File: src/rtl/tmr_pkg.sv
// Shared types and constants for the TMR register write controller.
package tmr_pkg;

  // Width of the retry counter; limits the number of rewrites to 15.
  localparam int RETRY_W = 4;

  typedef enum logic [1:0] {
    IDLE   = 2'd0,
    WRITE  = 2'd1,
    VERIFY = 2'd2
  } tmr_wr_state_t;

endpackage

File: src/rtl/tmr_write_ctrl_sat_counter.sv
// Saturating up-counter: counts inc pulses and sticks at all-ones, never wraps.
module sat_counter #(
  parameter int p_width = 16
) (
  input  logic               clk,
  input  logic               rst,
  input  logic               inc,
  output logic [p_width-1:0] count
);

  logic [p_width-1:0] count_q;
  logic [p_width-1:0] count_d;

  // Next count: advance on inc unless already saturated.
  always_comb begin
    count_d = count_q;
    if (inc && (count_q != {p_width{1'b1}})) begin
      count_d = count_q + p_width'(1);
    end
  end

  // Count register with asynchronous reset.
  always_ff @(posedge clk or posedge rst) begin
    if (rst) begin
      count_q <= '0;
    end else begin
      count_q <= count_d;
    end
  end

  assign count = count_q;

endmodule

File: src/rtl/tmr_write_ctrl.sv
// Write-side controller for a triple-redundant voted register.
// Takes one word over valid/ready, writes it to all three channels with a
// single WE pulse, then checks the voted readback and voter error flag.
// Failed verifies trigger rewrites up to p_maxRetry times before reporting
// fail; a clean verify reports done. Both reports are one-cycle pulses.
// Optional feature: define TMR_WRITE_CTRL_ERRCNT_EN to build the saturating
// correctable-error counter behind errCnt; otherwise errCnt is tied to 0.
module tmr_write_ctrl
  import tmr_pkg::*;
#(
  parameter int p_dataSize = 8,
  parameter int p_maxRetry = 3,
  parameter int p_cntWidth = 16
) (
  input  logic                  clk,
  input  logic                  rst,
  input  logic                  in_valid,
  output logic                  in_ready,
  input  logic [p_dataSize-1:0] in_data,
  output logic                  WE,
  output logic [p_dataSize-1:0] outData_1,
  output logic [p_dataSize-1:0] outData_2,
  output logic [p_dataSize-1:0] outData_3,
  input  logic [p_dataSize-1:0] rdData,
  input  logic                  rdCorrectable,
  output logic                  done,
  output logic                  fail,
  output logic [RETRY_W-1:0]    retryCount,
  output logic [p_cntWidth-1:0] errCnt
);

  localparam logic [RETRY_W-1:0] MAX_RETRY = RETRY_W'(p_maxRetry);

  tmr_wr_state_t         state_q, state_d;
  logic [p_dataSize-1:0] hold_q, hold_d;
  logic [RETRY_W-1:0]    retry_q, retry_d;
  logic                  we_q, we_d;
  logic                  in_ready_q, in_ready_d;
  logic                  done_q, done_d;
  logic                  fail_q, fail_d;
  logic                  verify_pass;

  assign verify_pass = (rdData == hold_q) && !rdCorrectable;

  // Next-state and next-output logic; all outputs are registered so they
  // line up with the state they belong to.
  always_comb begin
    // NOTE: every signal gets a default before the case so no path leaves it
    // unassigned; a missing default here would infer a latch.
    state_d    = state_q;
    hold_d     = hold_q;
    retry_d    = retry_q;
    we_d       = 1'b0;
    in_ready_d = 1'b0;
    done_d     = 1'b0;
    fail_d     = 1'b0;

    case (state_q)
      IDLE: begin
        if (in_valid && in_ready_q) begin
          hold_d  = in_data;
          retry_d = '0;
          we_d    = 1'b1;
          state_d = WRITE;
        end else begin
          in_ready_d = 1'b1;
        end
      end

      WRITE: begin
        state_d = VERIFY;
      end

      VERIFY: begin
        if (verify_pass) begin
          done_d     = 1'b1;
          in_ready_d = 1'b1;
          state_d    = IDLE;
        end else if (retry_q < MAX_RETRY) begin
          retry_d = retry_q + RETRY_W'(1);
          we_d    = 1'b1;
          state_d = WRITE;
        end else begin
          fail_d     = 1'b1;
          in_ready_d = 1'b1;
          state_d    = IDLE;
        end
      end

      default: begin
        in_ready_d = 1'b1;
        state_d    = IDLE;
      end
    endcase
  end

  // FSM state, held word and registered outputs; reset returns to IDLE
  // immediately and drops any word in flight.
  always_ff @(posedge clk or posedge rst) begin
    if (rst) begin
      state_q    <= IDLE;
      hold_q     <= '0;
      retry_q    <= '0;
      we_q       <= 1'b0;
      in_ready_q <= 1'b1;
      done_q     <= 1'b0;
      fail_q     <= 1'b0;
    end else begin
      // NOTE: non-blocking assignments so every flop samples pre-edge values.
      state_q    <= state_d;
      hold_q     <= hold_d;
      retry_q    <= retry_d;
      we_q       <= we_d;
      in_ready_q <= in_ready_d;
      done_q     <= done_d;
      fail_q     <= fail_d;
    end
  end

  assign in_ready   = in_ready_q;
  assign WE         = we_q;
  assign outData_1  = hold_q;
  assign outData_2  = hold_q;
  assign outData_3  = hold_q;
  assign done       = done_q;
  assign fail       = fail_q;
  assign retryCount = retry_q;

`ifdef TMR_WRITE_CTRL_ERRCNT_EN
  logic cnt_inc;

  // Count every verify cycle in which the voter reported a disagreement.
  assign cnt_inc = (state_q == VERIFY) && rdCorrectable;

  sat_counter #(
    .p_width(p_cntWidth)
  ) u_err_cnt (
    .clk  (clk),
    .rst  (rst),
    .inc  (cnt_inc),
    .count(errCnt)
  );
`else
  assign errCnt = '0;
`endif

endmodule

File: config.mk
export PLATFORM = sky130hd
export DESIGN_NAME = tmr_write_ctrl
export DESIGN_NICKNAME = d
export VERILOG_FILES = /design/src/rtl/tmr_pkg.sv /design/src/rtl/tmr_write_ctrl_sat_counter.sv /design/src/rtl/tmr_write_ctrl.sv
export SDC_FILE = /design/constraint.sdc
export NUM_CORES = 1
export LEC_CHECK = 0
export ABC_AREA = 0
export CAP_MARGIN = 10
export CORE_ASPECT_RATIO = 0.6
export CORE_MARGIN = 5
export CORE_UTILIZATION = 30
export DETAILED_ROUTE_END_ITERATION = 7
export PLACE_DENSITY = 0.64
export REMOVE_ABC_BUFFERS = 1
export SLEW_MARGIN = 0
export SYNTH_ARGS = -nofsm -noshare
export SYNTH_HDL_FRONTEND = slang
export SYNTH_SLANG_ARGS = --single-unit
export TNS_END_PERCENT = 5
File: constraint.sdc
create_clock -name clk -period 2.2 [get_ports clk]
set_input_delay 0.55 -clock clk [delete_from_list [all_inputs] [get_ports clk]]
set_output_delay 0.55 -clock clk [all_outputs]
set_load 0.05 [all_outputs]
==> flow_summary.ini <==
[power]
swShare_pct = 55.0
combPwrFrac_pct = 68.3
p_switching_mw = 1.55
vdd_ir_drop_max_mv = 0.932
clkPwrFrac_pct = 9.5
sequentialPowerShare_pct = 22.2
powerDensity_nw_per_um2 = 1770
p_int_mw = 1.27
power.leakage_nw = 0.733

[critical_path]
slowest_delay_ns = 0.84
critical_path_required_ns = 1.65
path_class = reg -> out
cp.depth = 1
cp_num_buf_inv = 1
critPathTopFamily = buffers and inverters
start_kind = flop
slowest_stage = clkdlybuf4s50_1
cp.arrival_ns = 1.53
rr_worst_depth = 5
cp_max_fo = 5
crit_chain = clkdlybuf4s50_1
worstSetupEndpointType = output pin

[sta]
hold_ws_ns = 0.547
finalClockSkew_ns = 0.00217
hold_viol = 0
slew-limit-headroom_pct = 54.6
min_period_ns = 2.08
setup_violations = 0
rsz0062_at_grt = no
worstMarginPinSlew_ns = 0.680
drv_slew = 0
finalCritPeriodShare_pct = 94.6
max_freq_mhz = 480

[floorplanning]
fp.dieH_um = 57.6
die_x_um = 89.3
initial_utilization_pct = 31.0
dieArea_sq_um = 5140
num_io_pins = 68
core_area_sq_um = 3660
core.rowCount = 17

[clock_network]
cts_resized = 0
cts_buffers = 3
cts_hold_buf = 0
htreeDepth = 1
clock-sinks = 18
insertion_delay_ns = 0.25
clockBufferDepth = 2
cts-root-buf = clkbuf_8
cts_tree = built
clkTransAtPathRegs_ns = 0.07
post_cts_buffers = 0

[worst_hold_path]
hold_depth = 1
min-delay-path-class = reg -> reg

[layout]
area_growth_pct = 41.0
mostFrequentLayoutCells = 50 x clkdlybuf4s50_1, 25 x nand2_1, 17 x dfrtp_1
fin_util_pct = 43.6
fill_cells = 376
antenna_cells = 0
layout_commonest_cell = clkdlybuf4s50_1
drive_gt1_share_pct = 9.26
nNetsFinal = 184
fin_area_sq_um = 1600

[status]
status = completed

[global_routing]
antenna_found_initial = 0
grt_pass1_vias = 881
grt_pass1_wl_mm = 4.22
gr-total-overflow = 0
grt_max_degree = 19
track_usage_pct = 10.7

[route]
drtIter0Drc = 57
avgRoutedWirePerCell_um = 12.7
drt-vias-per-instance = 4.16
postRouteAntennaNets = 0
dr.pass1.iters = 4
totalWireLength_mm = 2.66
drc = 0
vias = 869

[flow_run]
max_cap_viol_count = 0

[place]
post-dp-hpwl_mm = 2.11
gp_congestion = 0.826
post_dp_cell_area_sq_um = 1540
portBuffers = 51

[synthesis]
synth_cells = 121
netlist_area_sq_um = 1130
synthDistinctLibCells = 30
yosys_warnings = 0
synth-seq-cells = 18
avgSynthCellArea_sq_um = 9.36
yosysSeqAreaShare_pct = 39.9
per-stage QoR:
stage / worst slack [ns] / power (mW) / setup TNS, ns / std cells
after detailed placement: 0.0864 / 2.57 / 0 / 205
after floorplan: -0.220 / 1.90 / -0.893 / 103
final: 0.119 / 2.83 / 0 / 209
after CTS: 0.100 / 2.86 / 0 / 209
after global placement: 0.103 / 2.57 / 0 / 205
after global routing: 0.0385 / 2.98 / 0 / 209
path summary, 6_finish.rpt:
kind	from	end	slack (ns)
min in group asynchronous	rst	state_q[0]$_DFFE_PP0N_	0.70
hold reg to reg	retryCount[2]$_DFFE_PP0P_	retryCount[2]$_DFFE_PP0P_	0.55
setup reg to reg	retryCount[0]$_DFFE_PP0P_	retryCount[0]$_DFFE_PP0P_	0.51
setup / recovery	outData_1[6]$_DFFE_PP0P_	outData_3[6]	0.12
max in group asynchronous	rst	retryCount[0]$_DFFE_PP0P_	1.06
hold / removal	retryCount[2]$_DFFE_PP0P_	retryCount[2]$_DFFE_PP0P_	0.55
per-layer routing:
layer / GRT usage (%) / share of wire, % / vias up
li1: - / - / 432
met1: 15.6 / 49 / 386
met2: 14.4 / 39 / 49
met3: 4.76 / 11 / 2
met4: 2.55 / 0.64 / 0
met5: 0 / 0 / -
synthesized netlist by cell type:
| cell type | count | area [sq um] |
|---|---|---|
| or3_1 | 3 | 18.8 |
| ha_1 | 1 | 12.5 |
| nand2b_1 | 1 | 6.26 |
| and2_0 | 1 | 6.26 |
| nor2b_1 | 1 | 6.26 |
| dfrtp_1 | 17 | 425 |
| and2b_1 | 1 | 7.51 |
| and3_1 | 1 | 6.26 |
| and4_1 | 2 | 17.5 |
| o211ai_1 | 2 | 15.0 |
| o21ai_0 | 2 | 10.0 |
| inv_1 | 1 | 3.75 |
| a21oi_1 | 3 | 15.0 |
| nand2_1 | 25 | 93.8 |
| nor3_1 | 2 | 10.0 |
| xor2_1 | 8 | 70.1 |
| a31o_1 | 1 | 8.76 |
| nand4bb_4 | 1 | 27.5 |
| nand3_1 | 2 | 10.0 |
| nor2_1 | 3 | 11.3 |
| buf_4 | 32 | 240 |
| or3_4 | 1 | 11.3 |
| a31o_2 | 1 | 8.76 |
| nor4_4 | 1 | 21.3 |
| conb_1 | 1 | 3.75 |
| clkbuf_1 | 1 | 3.75 |
| nor3_2 | 1 | 10.0 |
| a31oi_1 | 1 | 6.26 |
| dfstp_2 | 1 | 26.3 |
| and2_1 | 3 | 18.8 |
layout make-up:
type,instances,area [sq um],share of cell area [%]
sequential,18,452,28.3
timing repair buffer,55,538,33.7
tap,47,58.8,3.68
multi-input combinational,84,489,30.6
inverter,1,3.75,0.235
clock buffer,4,55.1,3.45
flip-flops by register name, summed over array words and instances, names as in the netlist:
register,count
WE,1
done,1
retryCount,4
fail,1
in_ready,1
state_q,2
outData_1,8
power groups by stage:
| stage | registers [mW] | logic, mW | clock network (mW) |
|---|---|---|---|
| 6_report | 0.629 | 1.93 | 0.268 |
| 5_1_grt | 0.661 | 2.03 | 0.293 |
| 4_1_cts | 0.634 | 1.94 | 0.279 |
| 3_5_place_dp | 0.634 | 1.94 | 0 |
| 3_3_place_gp | 0.626 | 1.94 | 0 |
| 2_1_floorplan | 1.46 | 0.435 | 0 |
cells by family (layout without fill, tap and decap cells):
kind of cell / count (synthesis) / after routing / synth area share [%]
simple gates: 49 / 49 / 25.0
buf+inv: 34 / 60 / 21.9
flops: 18 / 18 / 39.9
compound gates: 10 / 10 / 5.64
xor+xnor: 8 / 8 / 6.19
fa+ha+maj: 1 / 1 / 1.10
other cells: 1 / 16 / 0.331
No activity file was read; power rests on OpenSTA's default activity.
